<file path="src/rtl/lisa_autobaud.sv">
// Auto-baud trainer and 16x baud_ref generator feeding the lisa_rx8n receiver.
// Measures the start bit of a sync character whose LSB is 1, checks its stop bit, then runs baud_ref.
//
// state  | meaning
// RUN    | baud generator running, rxd_o follows the synchronized line
// ARM    | waiting for a falling edge of the synchronized line
// MEAS   | counting start-bit width
// VERIFY | waiting for the stop-bit centre before accepting the candidate divisor
module lisa_autobaud #(
  parameter int DIV_W   = 12,
  parameter int DEF_DIV = 10,
  parameter int MIN_DIV = 2
) (
  input  logic             clk,
  input  logic             rst_n,
  input  logic             rxd,
  input  logic             start,
  input  logic             cfg_wr,
  input  logic [DIV_W-1:0] cfg_div,
  output logic             baud_ref,
  output logic             rxd_o,
  output logic [DIV_W-1:0] div,
  output logic             busy,
  output logic             err
);

  localparam int MW = DIV_W + 4;
  localparam int VW = DIV_W + 8;
  localparam int QW = DIV_W + 5;

  typedef enum logic [1:0] {RUN, ARM, MEAS, VERIFY} state_t;

  state_t           state, state_n;
  logic             sync1, rxd_s, rxd_p;
  logic             fall, rise, reload;
  logic [MW-1:0]    meas, meas_n;
  logic [DIV_W-1:0] cand, cand_n, cnt, cnt_n, div_n, cfg_clamp;
  logic [VW-1:0]    vcnt, vcnt_n, vtarget;
  logic [QW-1:0]    q;
  logic             err_n, baud_n, q_bad;

  assign fall      = rxd_p & ~rxd_s;
  assign rise      = ~rxd_p & rxd_s;
  assign q         = (QW'(meas) + QW'(8)) >> 4;
  assign q_bad     = (q < QW'(MIN_DIV)) || (q > QW'({DIV_W{1'b1}}));
  // 9.5 bit times after the start edge, counted from the end of the start bit
  assign vtarget   = VW'({meas, 3'b000}) + VW'(meas >> 1) - VW'(1);
  assign cfg_clamp = (cfg_div < DIV_W'(MIN_DIV)) ? DIV_W'(MIN_DIV) : cfg_div;

  always_comb begin
    state_n = state;
    meas_n  = meas;
    cand_n  = cand;
    vcnt_n  = vcnt;
    div_n   = div;
    cnt_n   = cnt;
    err_n   = err;
    baud_n  = 1'b0;
    reload  = 1'b0;

    if (cfg_wr) begin
      div_n   = cfg_clamp;
      err_n   = 1'b0;
      state_n = RUN;
      reload  = 1'b1;
    end else if (start) begin
      err_n   = 1'b0;
      state_n = ARM;
    end else begin
      case (state)
        RUN: ;
        ARM: begin
          if (fall) begin
            meas_n  = MW'(1);
            state_n = MEAS;
          end
        end
        MEAS: begin
          if (rise) begin
            if (q_bad) begin
              err_n   = 1'b1;
              state_n = ARM;
            end else begin
              cand_n  = q[DIV_W-1:0];
              vcnt_n  = '0;
              state_n = VERIFY;
            end
          end else if (&meas) begin
            err_n   = 1'b1;
            state_n = ARM;
          end else if (!rxd_s) begin
            meas_n = meas + MW'(1);
          end
        end
        VERIFY: begin
          if (vcnt == vtarget) begin
            if (rxd_s) begin
              div_n   = cand;
              state_n = RUN;
              reload  = 1'b1;
            end else begin
              err_n   = 1'b1;
              state_n = ARM;
            end
          end else begin
            vcnt_n = vcnt + VW'(1);
          end
        end
        default: state_n = RUN;
      endcase
    end

    // the counter only advances while staying in RUN; entering RUN reloads it
    if (reload) begin
      cnt_n = div_n - DIV_W'(1);
    end else if (state == RUN && state_n == RUN) begin
      if (cnt == '0) begin
        baud_n = 1'b1;
        cnt_n  = div - DIV_W'(1);
      end else begin
        cnt_n = cnt - DIV_W'(1);
      end
    end
  end

  always_ff @(posedge clk or negedge rst_n) begin
    if (!rst_n) begin
      state    <= RUN;
      sync1    <= 1'b1;
      rxd_s    <= 1'b1;
      rxd_p    <= 1'b1;
      meas     <= '0;
      cand     <= '0;
      vcnt     <= '0;
      div      <= DIV_W'(DEF_DIV);
      cnt      <= DIV_W'(DEF_DIV - 1);
      baud_ref <= 1'b0;
      rxd_o    <= 1'b1;
      busy     <= 1'b0;
      err      <= 1'b0;
    end else begin
      state    <= state_n;
      sync1    <= rxd;
      rxd_s    <= sync1;
      rxd_p    <= rxd_s;
      meas     <= meas_n;
      cand     <= cand_n;
      vcnt     <= vcnt_n;
      div      <= div_n;
      cnt      <= cnt_n;
      baud_ref <= baud_n;
      rxd_o    <= (state_n == RUN) ? sync1 : 1'b1;
      busy     <= (state_n != RUN);
      err      <= err_n;
    end
  end

endmodule

</file>
<file path="config.mk">
export PLATFORM = sky130hd
export DESIGN_NAME = lisa_autobaud
export DESIGN_NICKNAME = d
export VERILOG_FILES = /design/src/rtl/lisa_autobaud.sv
export SDC_FILE = /design/constraint.sdc
export NUM_CORES = 1
export LEC_CHECK = 0
export BUFFER_PORTS_ARGS = -buffer_cell sky130_fd_sc_hd__buf_2
export CORE_UTILIZATION = 40
export CTS_BUF_LIST = sky130_fd_sc_hd__clkbuf_4 sky130_fd_sc_hd__clkbuf_8
export DETAILED_ROUTE_END_ITERATION = 8
export GPL_TIMING_DRIVEN = 0
export PLACE_DENSITY_LB_ADDON = 0.1
export RECOVER_POWER = 50
export SYNTH_ARGS = -nofsm -noshare
export SYNTH_HDL_FRONTEND = slang
export SYNTH_SLANG_ARGS = --single-unit
</file>
<file path="constraint.sdc">
create_clock -name clk -period 5.1 [get_ports clk]
set_input_delay 1.53 -clock clk [delete_from_list [all_inputs] [get_ports clk]]
set_output_delay 1.53 -clock clk [all_outputs]
set_load 0.01 [all_outputs]
</file>
==> impl_metrics.py, run 1 <==
metrics = {
    "floorplan": {
        "die_w_um": 128,
        "fp-row-count": 45,
        "fp.dieH_um": 128,
        "core_sq_um": 15400,
        "num_io_pins": 33,
        "die_area_sq_um": 16500,
        "initial_core_util_pct": 41.5,
    },
    "worst_hold_path": {
        "hold_start": "rxd_s",
        "hold_end": "rxd_p",
        "hp-class": "reg2reg",
        "hold_depth": 0,
    },
    "clock_tree": {
        "cts_tree": "built",
        "cts_made_buffers": 9,
        "cts_sinks": 81,
        "cts_hold_buf": 0,
        "cts_max_level": 3,
        "clkLatencyLatePin_ps": 380,
        "clk_pin_slew_ps": 100,
        "cts_buffer_depth": 2,
        "root_buffer": "clkbuf_8",
    },
    "power": {
        "totalPowerFinal_mw": 2.44,
        "p_switching_mw": 0.997,
        "seqPwrFrac_pct": 33.2,
        "ir_drop_mv": 0.257,
        "p_leak_nw": 2.97,
        "pwr-share-comb_pct": 44.0,
        "switching_share_pct": 40.9,
        "power.share.clock_pct": 22.8,
        "power_density_nw_per_um2": 346,
        "intPower_mw": 1.44,
    },
    "setup_path": {
        "cpLargestDelayFamily": "compound AO/OA/AOI/OAI gates",
        "startpoint_type": "flip-flop",
        "cpMaxStageDelayCell": "or4_1",
        "worstRegToRegCells": 16,
        "reg2reg_from": "meas[6]",
        "cp.required_ps": 5430,
        "path_buf_inv": 2,
        "crit_type": "reg2reg",
        "cp-end-kind": "flip-flop",
        "worst-r2r-setup-slack_ps": 250,
        "rr_endpoint": "cnt[8]",
        "crit_chain": "inv_1 > ha_1 > inv_1 > ha_1 > a21o_1 > a221oi_4 > o211a_4 > xor2_1 > a2111oi_2 > o2111a_2 > nand3_1 > mux2_2 > ha_1 > nand3_1 > or4_1 > nand3_1",
        "critical-path-max-stage-delay_ps": 560,
        "critPathMaxFanout": 9,
        "cp_data_arrival_time_ps": 5180,
    },
    "timing": {
        "fin_crit_ps": 4850,
        "fin_skew_ps": 19.6,
        "rsz0062_at_grt": "no",
        "slew_headroom_pct": -14.7,
        "period_share_pct": 95.1,
        "finalSetupViolations": 0,
        "tightest_slew_ps": 1720,
        "hold_viol": 0,
        "fin_setup_tns_ps": 0,
        "fmax_mhz": 206,
        "drv_slew": 67,
    },
    "yosys": {
        "yosysWarnings": 0,
        "yosys-top-cells-area": "dfrtp_1, ha_1, xnor2_1",
        "synth-edff-count": 0,
        "yosysTopAreaCell": "dfrtp_1",
        "syn_nets": 814,
        "yosysSeqAreaShare_pct": 31.9,
        "ys_types": 79,
        "netlist_instances": 757,
        "synth_async_sr_flop_share_pct": 100,
        "synth.cell_area_sq_um": 6380,
        "syn_avg_cell_area_sq_um": 8.43,
        "synth_top_cell_area_share_pct": 28.6,
        "synth_ff_type": "dfrtp_1",
        "ys_seq_elements": 81,
    },
    "grt": {
        "grt_remaining_overflow": 0,
        "grtUsageTotal_pct": 22.8,
        "antenna_found_initial": 0,
        "grt_pass1_vias": 5492,
        "grt_max_degree": 67,
        "grt_pass1_wl_mm": 29.0,
    },
    "route": {
        "wirelength_mm": 18.2,
        "drc": 0,
        "viasPerCell": 5.79,
        "avgRoutedWirePerCell_um": 18.0,
        "dr.pass1.iters": 8,
        "antenna_left": 0,
        "drt-initial-drc-count": 467,
        "vias": 5864,
    },
    "layout": {
        "area_growth_pct": 10.4,
        "drive_gt1_share_pct": 12.2,
        "layout_common_cells": "dfrtp_1, nor2_1, nand2_1",
        "fillers": 1549,
        "nets": 853,
        "stdcell_count": 1012,
        "antenna_cells": 0,
        "final_common_cell": "dfrtp_1",
    },
    "run_status": {
        "violations": "capacitance limit, slew limit",
        "status": "complete, but fails checks",
    },
    "run": {
        "maxCapViolCount": 1,
    },
    "placement": {
        "gp_congestion": 0.963,
        "portBuffers": 32,
        "hpwl_mm": 14.1,
        "dp_cells": 1001,
    },
}
Yosys cell counts, types with 4 or more instances:
master / n
nand2_1: 61
dfrtp_1: 73
or3_1: 15
xor2_1: 8
mux2_2: 5
a21o_1: 10
a21oi_1: 50
o21a_1: 6
xnor2_1: 53
o311ai_0: 5
or4_1: 4
ha_1: 39
and3_1: 12
o211ai_1: 7
nand4_1: 15
mux2i_1: 18
o21ai_0: 39
nor3_1: 29
nor2_1: 65
o31ai_1: 4
nand3_1: 29
and4_1: 4
clkbuf_1: 26
nand2b_1: 6
dfstp_2: 8
nor3b_1: 4
a211oi_1: 5
nor4_1: 14
buf_2: 5
a21boi_0: 4
a31oi_1: 6
nor2b_1: 6
inv_1: 54
per-stage QoR:
step           setup WS (ps)  area, sq um  hold slack, ps  utilization [%]
5_1_grt                 42.1         7050             377             45.8
4_1_cts                 72.3         7050             373             45.9
3_3_place_gp            -185         6810             357             44.3
3_5_place_dp            -183         6840             360             44.5
6_report                 252         7050             370             45.8
2_1_floorplan            604         6380             351                -
layout make-up:
cell class | instances | area [sq um] | share of cell area, %
Buffer | 27 | 119 | 1.69
Clock buffer | 11 | 139 | 1.97
Clock inverter | 5 | 81.3 | 1.15
Inverter | 54 | 203 | 2.88
Multi-Input combinational cell | 589 | 4030 | 57.2
Sequential cell | 81 | 2040 | 29.0
Tap cell | 211 | 264 | 3.75
Timing Repair Buffer | 34 | 165 | 2.34
how the worst max path moves through the flow:
stage | from | to | slack [ps] | cells past startpoint
5_1_grt | meas[10] | cnt[10] | 40 | 18
6_report | meas[6] | cnt[8] | 250 | 16
4_1_cts | meas[9] | cnt[10] | 70 | 17
2_1_floorplan | meas[6] | cnt[10] | 600 | 17
3_3_place_gp | meas[6] | cnt[10] | -190 | 17
3_5_place_dp | meas[6] | cnt[10] | -180 | 17
logic make-up after synthesis:
kind of cell / Yosys count / share of synthesized area [%]
buffers and inverters: 87 / 5.39
multiplexers: 24 / 3.94
XOR/XNOR: 61 / 8.37
flip-flops: 81 / 31.9
adder cells (fa/ha/maj): 40 / 7.96
AO/OA/AOI/OAI: 181 / 19.9
AND/OR/NAND/NOR: 283 / 22.5
metal layers:
layer	routed length, um	GRT usage, %	vias to the layer above
li1	-	-	2813
met1	8370	31.1	2825
met2	8240	35.5	203
met3	1250	5.22	23
met4	373	7.54	0
met5	0	0	-
registers in the layout (all words and copies together) (netlist names):
signal    count
vcnt         20
meas         16
cand         12
cnt          12
div          12
state         2
baud_ref      1
busy          1
err           1
rxd_o         1
rxd_p         1
rxd_s         1
sync1         1
repair_timing:
item / CTS / global route
endpoints found under the setup margin: 9 / 13
pin swaps: 0 / 1
gates cloned: 0 / 0
buffers inserted: 0 / 1
gates resized for setup: 2 / 9
power groups by stage:
stage | sequential [mW] | combinational [mW] | clock, mW
2_1_floorplan | 0.786 | 0.783 | 0
3_5_place_dp | 0.813 | 1.03 | 0
5_1_grt | 0.822 | 1.18 | 0.594
4_1_cts | 0.805 | 1.04 | 0.571
3_3_place_gp | 0.810 | 1.00 | 0
6_report | 0.810 | 1.07 | 0.556
worst register-to-register path, cell delays in order (launching register included):
cell and delay [ps]:
dfrtp_2 480, inv_1 140, ha_1 290, inv_1 40
ha_1 380, a21o_1 250, a221oi_4 440, o211a_4 280
xor2_1 90, a2111oi_2 400, o2111a_2 430, nand3_1 200
mux2_2 330, ha_1 200, nand3_1 200, or4_1 560
nand3_1 100
No activity file was read; power rests on OpenSTA's default activity.
==> run 2, diff against run 1 <==
Settings changed: BUFFER_PORTS_ARGS -buffer_cell sky130_fd_sc_hd__buf_2 to default, DONT_BUFFER_PORTS from default to 1, TNS_END_PERCENT from default to 5.
==> run 2 against run 1 <==
Effect of this change:
- critical path depth unchanged
- the flow now finishes without violations
- worst hold slack about the same
- global-route usage up 0.67 points
- non-clock buffer count down 34
- fmax about the same
- critical path type unchanged
- wire length up 2.1%
- register-to-register slack about the same
- sequential share of layout area up 0.64 points
- sequential cell count unchanged
- sequential power up 0.6%
==> impl_metrics.py, run 2 (same netlist as run 1, synthesis figures left out) <==
metrics = {
    "run_status": {
        "status": "complete, no violations",
    },
    "grt": {
        "antenna_found_initial": 0,
        "grt_remaining_overflow": 0,
        "grt_pass1_wl_mm": 29.6,
        "grtUsageTotal_pct": 23.4,
        "grt_max_degree": 82,
        "grt_pass1_vias": 5359,
    },
    "setup_path": {
        "startpoint_type": "flip-flop",
        "cp_data_arrival_time_ps": 5130,
        "reg2reg_from": "meas[10]",
        "critPathMaxFanout": 8,
        "path_buf_inv": 3,
        "cp.required_ps": 5380,
        "cp-end-kind": "flip-flop",
        "critical-path-max-stage-delay_ps": 540,
        "critical_path.endpoint": "cnt[10]",
        "worstRegToRegCells": 16,
        "rr_endpoint": "cnt[10]",
        "cp_num_cells": 16,
        "cpLargestDelayFamily": "simple AND/OR/NAND/NOR gates",
        "crit_type": "reg2reg",
        "cpMaxStageDelayCell": "nor4_1",
        "crit_chain": "inv_1 > ha_1 > inv_1 > ha_1 > buf_2 > and3_1 > nand4_1 > o211a_4 > or4b_4 > o311ai_4 > nand4_1 > nor4_1 > a211o_1 > o211ai_4 > o311a_1 > a221o_1",
        "setup.worst_path.start": "meas[10]",
        "worst-r2r-setup-slack_ps": 250,
    },
    "route": {
        "dr.pass1.iters": 5,
        "avgRoutedWirePerCell_um": 19.0,
        "wirelength_mm": 18.6,
        "antenna_left": 0,
        "drc": 0,
        "viasPerCell": 5.84,
        "drt-initial-drc-count": 400,
        "vias": 5712,
    },
    "timing": {
        "finalSetupViolations": 0,
        "rsz0062_at_grt": "no",
        "fin_crit_ps": 4850,
        "drv_slew": 0,
        "tightest_slew_ps": 990,
        "hold_viol": 0,
        "period_share_pct": 95.1,
        "holdWs_ps": 370,
        "fin_setup_tns_ps": 0,
        "slew_headroom_pct": 33.4,
        "setup_ws_ps": 248,
        "fin_skew_ps": 20.8,
        "fmax_mhz": 206,
    },
    "placement": {
        "place_area_sq_um": 6650,
        "dp_cells": 968,
        "pre_cts_ws_ps": -320,
        "hpwl_mm": 14.3,
        "gp_congestion": 0.927,
        "portBuffers": 0,
    },
    "floorplan": {
        "fp.dieH_um": 128,
        "core_sq_um": 15400,
        "num_io_pins": 33,
        "initial_core_util_pct": 41.5,
        "die_w_um": 128,
        "fp-row-count": 45,
        "die_area_sq_um": 16500,
    },
    "clock_tree": {
        "cts_sinks": 81,
        "clkLatencyLatePin_ps": 400,
        "clk_pin_slew_ps": 90,
        "cts_setup_buffers": 0,
        "cts_buffer_depth": 2,
        "cts_tree": "built",
        "root_buffer": "clkbuf_8",
        "cts_max_level": 3,
        "cts_made_buffers": 9,
    },
    "layout": {
        "largest_registers": "vcnt (20), meas (16)",
        "final_cell_area_sq_um": 6900,
        "drive_gt1_share_pct": 9.39,
        "layout_common_cells": "dfrtp_1, nor2_1, nand2_1",
        "largest_reg_flops": 20,
        "stdcell_count": 978,
        "nets": 819,
        "final_core_util_pct": 44.9,
        "final_common_cell": "dfrtp_1",
        "area_growth_pct": 8.04,
        "antenna_cells": 0,
        "regMostFlops": "vcnt",
    },
    "power": {
        "ir_drop_mv": 0.237,
        "totalPowerFinal_mw": 2.38,
        "intPower_mw": 1.40,
        "pwr-share-comb_pct": 43.5,
        "p_leak_nw": 2.85,
        "power_density_nw_per_um2": 345,
        "switching_share_pct": 41.4,
        "p_switching_mw": 0.985,
        "seqPwrFrac_pct": 34.3,
        "power.share.clock_pct": 22.3,
    },
    "worst_hold_path": {
        "hp-class": "reg2reg",
    },
    "run": {
        "maxCapViolCount": 0,
    },
}
==> run 2: cell count changes in the layout (fill, tap and decap cells not counted), moves of 2 or more <==
cell,delta
clkbuf_8,+2
buf_2,-26
clkbuf_1,-6
clkbuf_4,-2
inv_6,+2
==> run 2: repair_timing <==
action	4_1_cts	5_1_grt
pin swaps	0	1
cloned	0	0
hold buffers	0	0
endpoints found under the setup margin	13	13
gates resized for setup	3	11
==> run 2: how the worst min path moves through the flow <==
stage	endpoint	startpoint	cells past startpoint	slack, ps
5_1_grt	rxd_s	sync1	0	380
3_5_place_dp	rxd_p	rxd_s	0	360
2_1_floorplan	rxd_s	sync1	0	350
3_3_place_gp	rxd_s	sync1	0	350
4_1_cts	rxd_p	rxd_s	0	370
6_report	rxd_p	rxd_s	0	370
==> run 2: routing by layer <==
metal  track usage, %  vias up  part of all wire, %
li1                 -     2741                    -
met1             32.9     2786                   47
met2             36.9      165                   46
met3             4.22       20                  5.7
met4             6.57        0                  1.4
met5                0        -                    0
==> run 2: worst register-to-register path, stage by stage, from the launching register on <==
cell,delay [ps]
dfrtp_1,490
inv_1,180
ha_1,310
inv_1,40
ha_1,260
buf_2,170
and3_1,230
nand4_1,130
o211a_4,290
or4b_4,540
o311ai_4,100
nand4_1,440
nor4_1,540
a211o_1,270
o211ai_4,140
o311a_1,380
a221o_1,260
==> run 2: area by class of cell <==
| type | count | area (sq um) |
|---|---|---|
| plain buffers | 27 | 119 |
| clock buffers | 11 | 151 |
| clock inverters | 5 | 60.1 |
| fillers | 1535 | 8480 |
| inverters | 54 | 203 |
| multi-input cells | 589 | 4050 |
| flip-flops and latches | 81 | 2040 |
| well taps | 211 | 264 |
==> run 2: power groups by stage <==
stage / sequential (mW) / combinational, mW / clock [mW]
after floorplan: 0.786 / 0.783 / 0
after global placement: 0.817 / 0.975 / 0
after detailed placement: 0.818 / 0.990 / 0
after CTS: 0.811 / 1.00 / 0.540
after global routing: 0.826 / 1.14 / 0.571
final: 0.815 / 1.04 / 0.530
==> run 3, diff against run 2 <==
Clock period 5.1 ns to 5.59 ns, I/O delays scaled along.
==> run 3 against run 2 <==
Effect of this change:
- cell count is 0.51% higher
- via count hardly changed
- clock power is 9.2% lower
- worst setup slack better by 49 ps
- combinational power is 11% lower
- first-iteration DRC count is 7.8% lower
- critical path type unchanged
- core utilization is 0.16 points lower
- largest power group unchanged
- clock skew is 2.2 ps higher
- global-route usage is 0.099 points lower
==> impl_metrics.py, run 3 (same netlist as run 1, synthesis figures left out) <==
metrics = {
    "layout": {
        "stdcell_count": 983,
        "nets": 824,
        "regMostFlops": "vcnt",
        "area_growth_pct": 7.65,
        "drive_gt1_share_pct": 8.29,
        "antenna_cells": 0,
        "largest_reg_flops": 20,
        "layout_common_cells": "dfrtp_1, nor2_1, nand2_1",
        "fillers": 1536,
        "final_cell_area_sq_um": 6870,
        "multiInputGateArea_sq_um": 4020,
        "largest_registers": "vcnt (20), meas (16)",
        "final_common_cell": "dfrtp_1",
        "seq_area_sq_um": 2040,
    },
    "setup_path": {
        "cpLargestDelayFamily": "compound AO/OA/AOI/OAI gates",
        "reg2reg_from": "meas[5]",
        "critical-path-max-stage-delay_ps": 480,
        "crit_top_cell": "ha_1",
        "path_buf_inv": 3,
        "cp.required_ps": 5860,
        "cp-end-kind": "flip-flop",
        "worst-r2r-setup-slack_ps": 300,
        "startpoint_type": "flip-flop",
        "crit_chain": "clkbuf_1 > inv_1 > ha_1 > inv_1 > ha_1 > and3_1 > a221oi_2 > o211a_4 > xor2_1 > a2111oi_2 > o2111a_2 > nand3_1 > mux2_2 > ha_1 > nand3_1 > o311a_1 > a221o_1",
        "crit_type": "reg2reg",
        "setup.worst_path.start": "meas[5]",
        "critPathMaxFanout": 10,
        "cp_num_cells": 17,
        "cp_data_arrival_time_ps": 5560,
        "worstRegToRegCells": 17,
        "cpMaxStageDelayCell": "a221oi_2",
        "rr_endpoint": "cnt[10]",
        "critical_path.endpoint": "cnt[10]",
    },
    "clock_tree": {
        "clkLatencyLatePin_ps": 390,
        "clk_pin_slew_ps": 90,
        "root_buffer": "clkbuf_8",
        "cts_buffer_depth": 2,
        "cts_sinks": 81,
        "cts_max_level": 3,
        "cts_made_buffers": 9,
        "cts_tree": "built",
    },
    "power": {
        "p_leak_nw": 2.86,
        "ir_drop_mv": 0.206,
        "power_density_nw_per_um2": 312,
    },
    "route": {
        "vias": 5709,
        "viasPerCell": 5.81,
        "avgRoutedWirePerCell_um": 18.9,
        "drc": 0,
        "dr.pass1.iters": 5,
        "antenna_left": 0,
        "drt-initial-drc-count": 369,
        "wirelength_mm": 18.6,
    },
    "grt": {
        "antenna_found_initial": 0,
        "grt_remaining_overflow": 0,
        "grt_pass1_vias": 5359,
        "grt_pass1_wl_mm": 29.5,
        "grtUsageTotal_pct": 23.3,
        "grt_max_degree": 82,
    },
    "floorplan": {
        "die_area_sq_um": 16500,
        "die_w_um": 128,
        "initial_core_util_pct": 41.5,
        "num_io_pins": 33,
        "fp-row-count": 45,
        "fp.dieH_um": 128,
        "core_sq_um": 15400,
    },
    "placement": {
        "dp_cells": 968,
        "portBuffers": 0,
        "place_area_sq_um": 6650,
        "gp_congestion": 0.927,
        "hpwl_mm": 14.3,
    },
    "timing": {
        "fmax_mhz": 189,
        "hold_viol": 0,
        "rsz0062_at_grt": "no",
        "drv_slew": 0,
        "finalSetupViolations": 0,
        "slew_headroom_pct": 32.1,
        "fin_setup_tns_ps": 0,
        "tightest_slew_ps": 1010,
        "period_share_pct": 94.7,
        "fin_crit_ps": 5290,
        "fin_skew_ps": 23.0,
    },
    "run_status": {
        "status": "complete, no violations",
    },
    "run": {
        "maxCapViolCount": 0,
    },
    "worst_hold_path": {
        "hp-class": "reg2reg",
    },
}
run 3: power breakdown:
part / internal (mW) / total (mW) / switching [mW]
clock network: 0.234 / 0.481 / 0.248
logic: 0.374 / 0.927 / 0.553
registers: 0.655 / 0.735 / 0.0806
total: 1.26 / 2.14 / 0.882
run 3: cell type report:
class	instances	area share [%]
tap	211	3.84
buffer	32	2.00
clock buffer	11	2.20
clock inverter	5	0.874
multi-input combinational	589	58.5
inverter	54	2.95
sequential	81	29.6
run 3: worst register-to-register path: cells and delay by family (launching register included):
| family | cells | cell delay, ps |
|---|---|---|
| xor+xnor | 1 | 110 |
| flops | 1 | 320 |
| mux | 1 | 360 |
| fa+ha+maj | 3 | 890 |
| simple gates | 3 | 660 |
| buf+inv | 3 | 570 |
| compound gates | 6 | 2270 |
run 3: through the flow:
step	power (mW)	setup slack, ps	hold slack (ps)	util, %
2_1_floorplan	1.43	1090	351	-
3_3_place_gp	1.64	226	354	43.2
3_5_place_dp	1.65	170	357	43.2
4_1_cts	2.13	158	371	44.6
5_1_grt	2.29	19.3	376	44.7
6_report	2.14	297	369	44.7
run 3: layer usage:
metal	GRT usage (%)	vias to the layer above	part of all wire (%)
li1	-	2741	-
met1	32.5	2773	47
met2	37.0	174	46
met3	4.26	21	5.9
met4	6.57	0	1.6
met5	0	-	0
run 3: repair_timing:
action / CTS / global route
buffers inserted: 0 / 0
endpoints found under the setup margin: 0 / 12
hold buffers: 0 / 0
gates resized for setup: 0 / 3
endpoints found under the hold margin: 0 / 0
run 3: worst min-delay path by stage:
stage	start	to	slack, ps	depth (start not counted)
3_3_place_gp	sync1	rxd_s	350	0
4_1_cts	rxd_s	rxd_p	370	0
3_5_place_dp	rxd_s	rxd_p	360	0
5_1_grt	sync1	rxd_s	380	0
2_1_floorplan	sync1	rxd_s	350	0
6_report	rxd_s	rxd_p	370	0
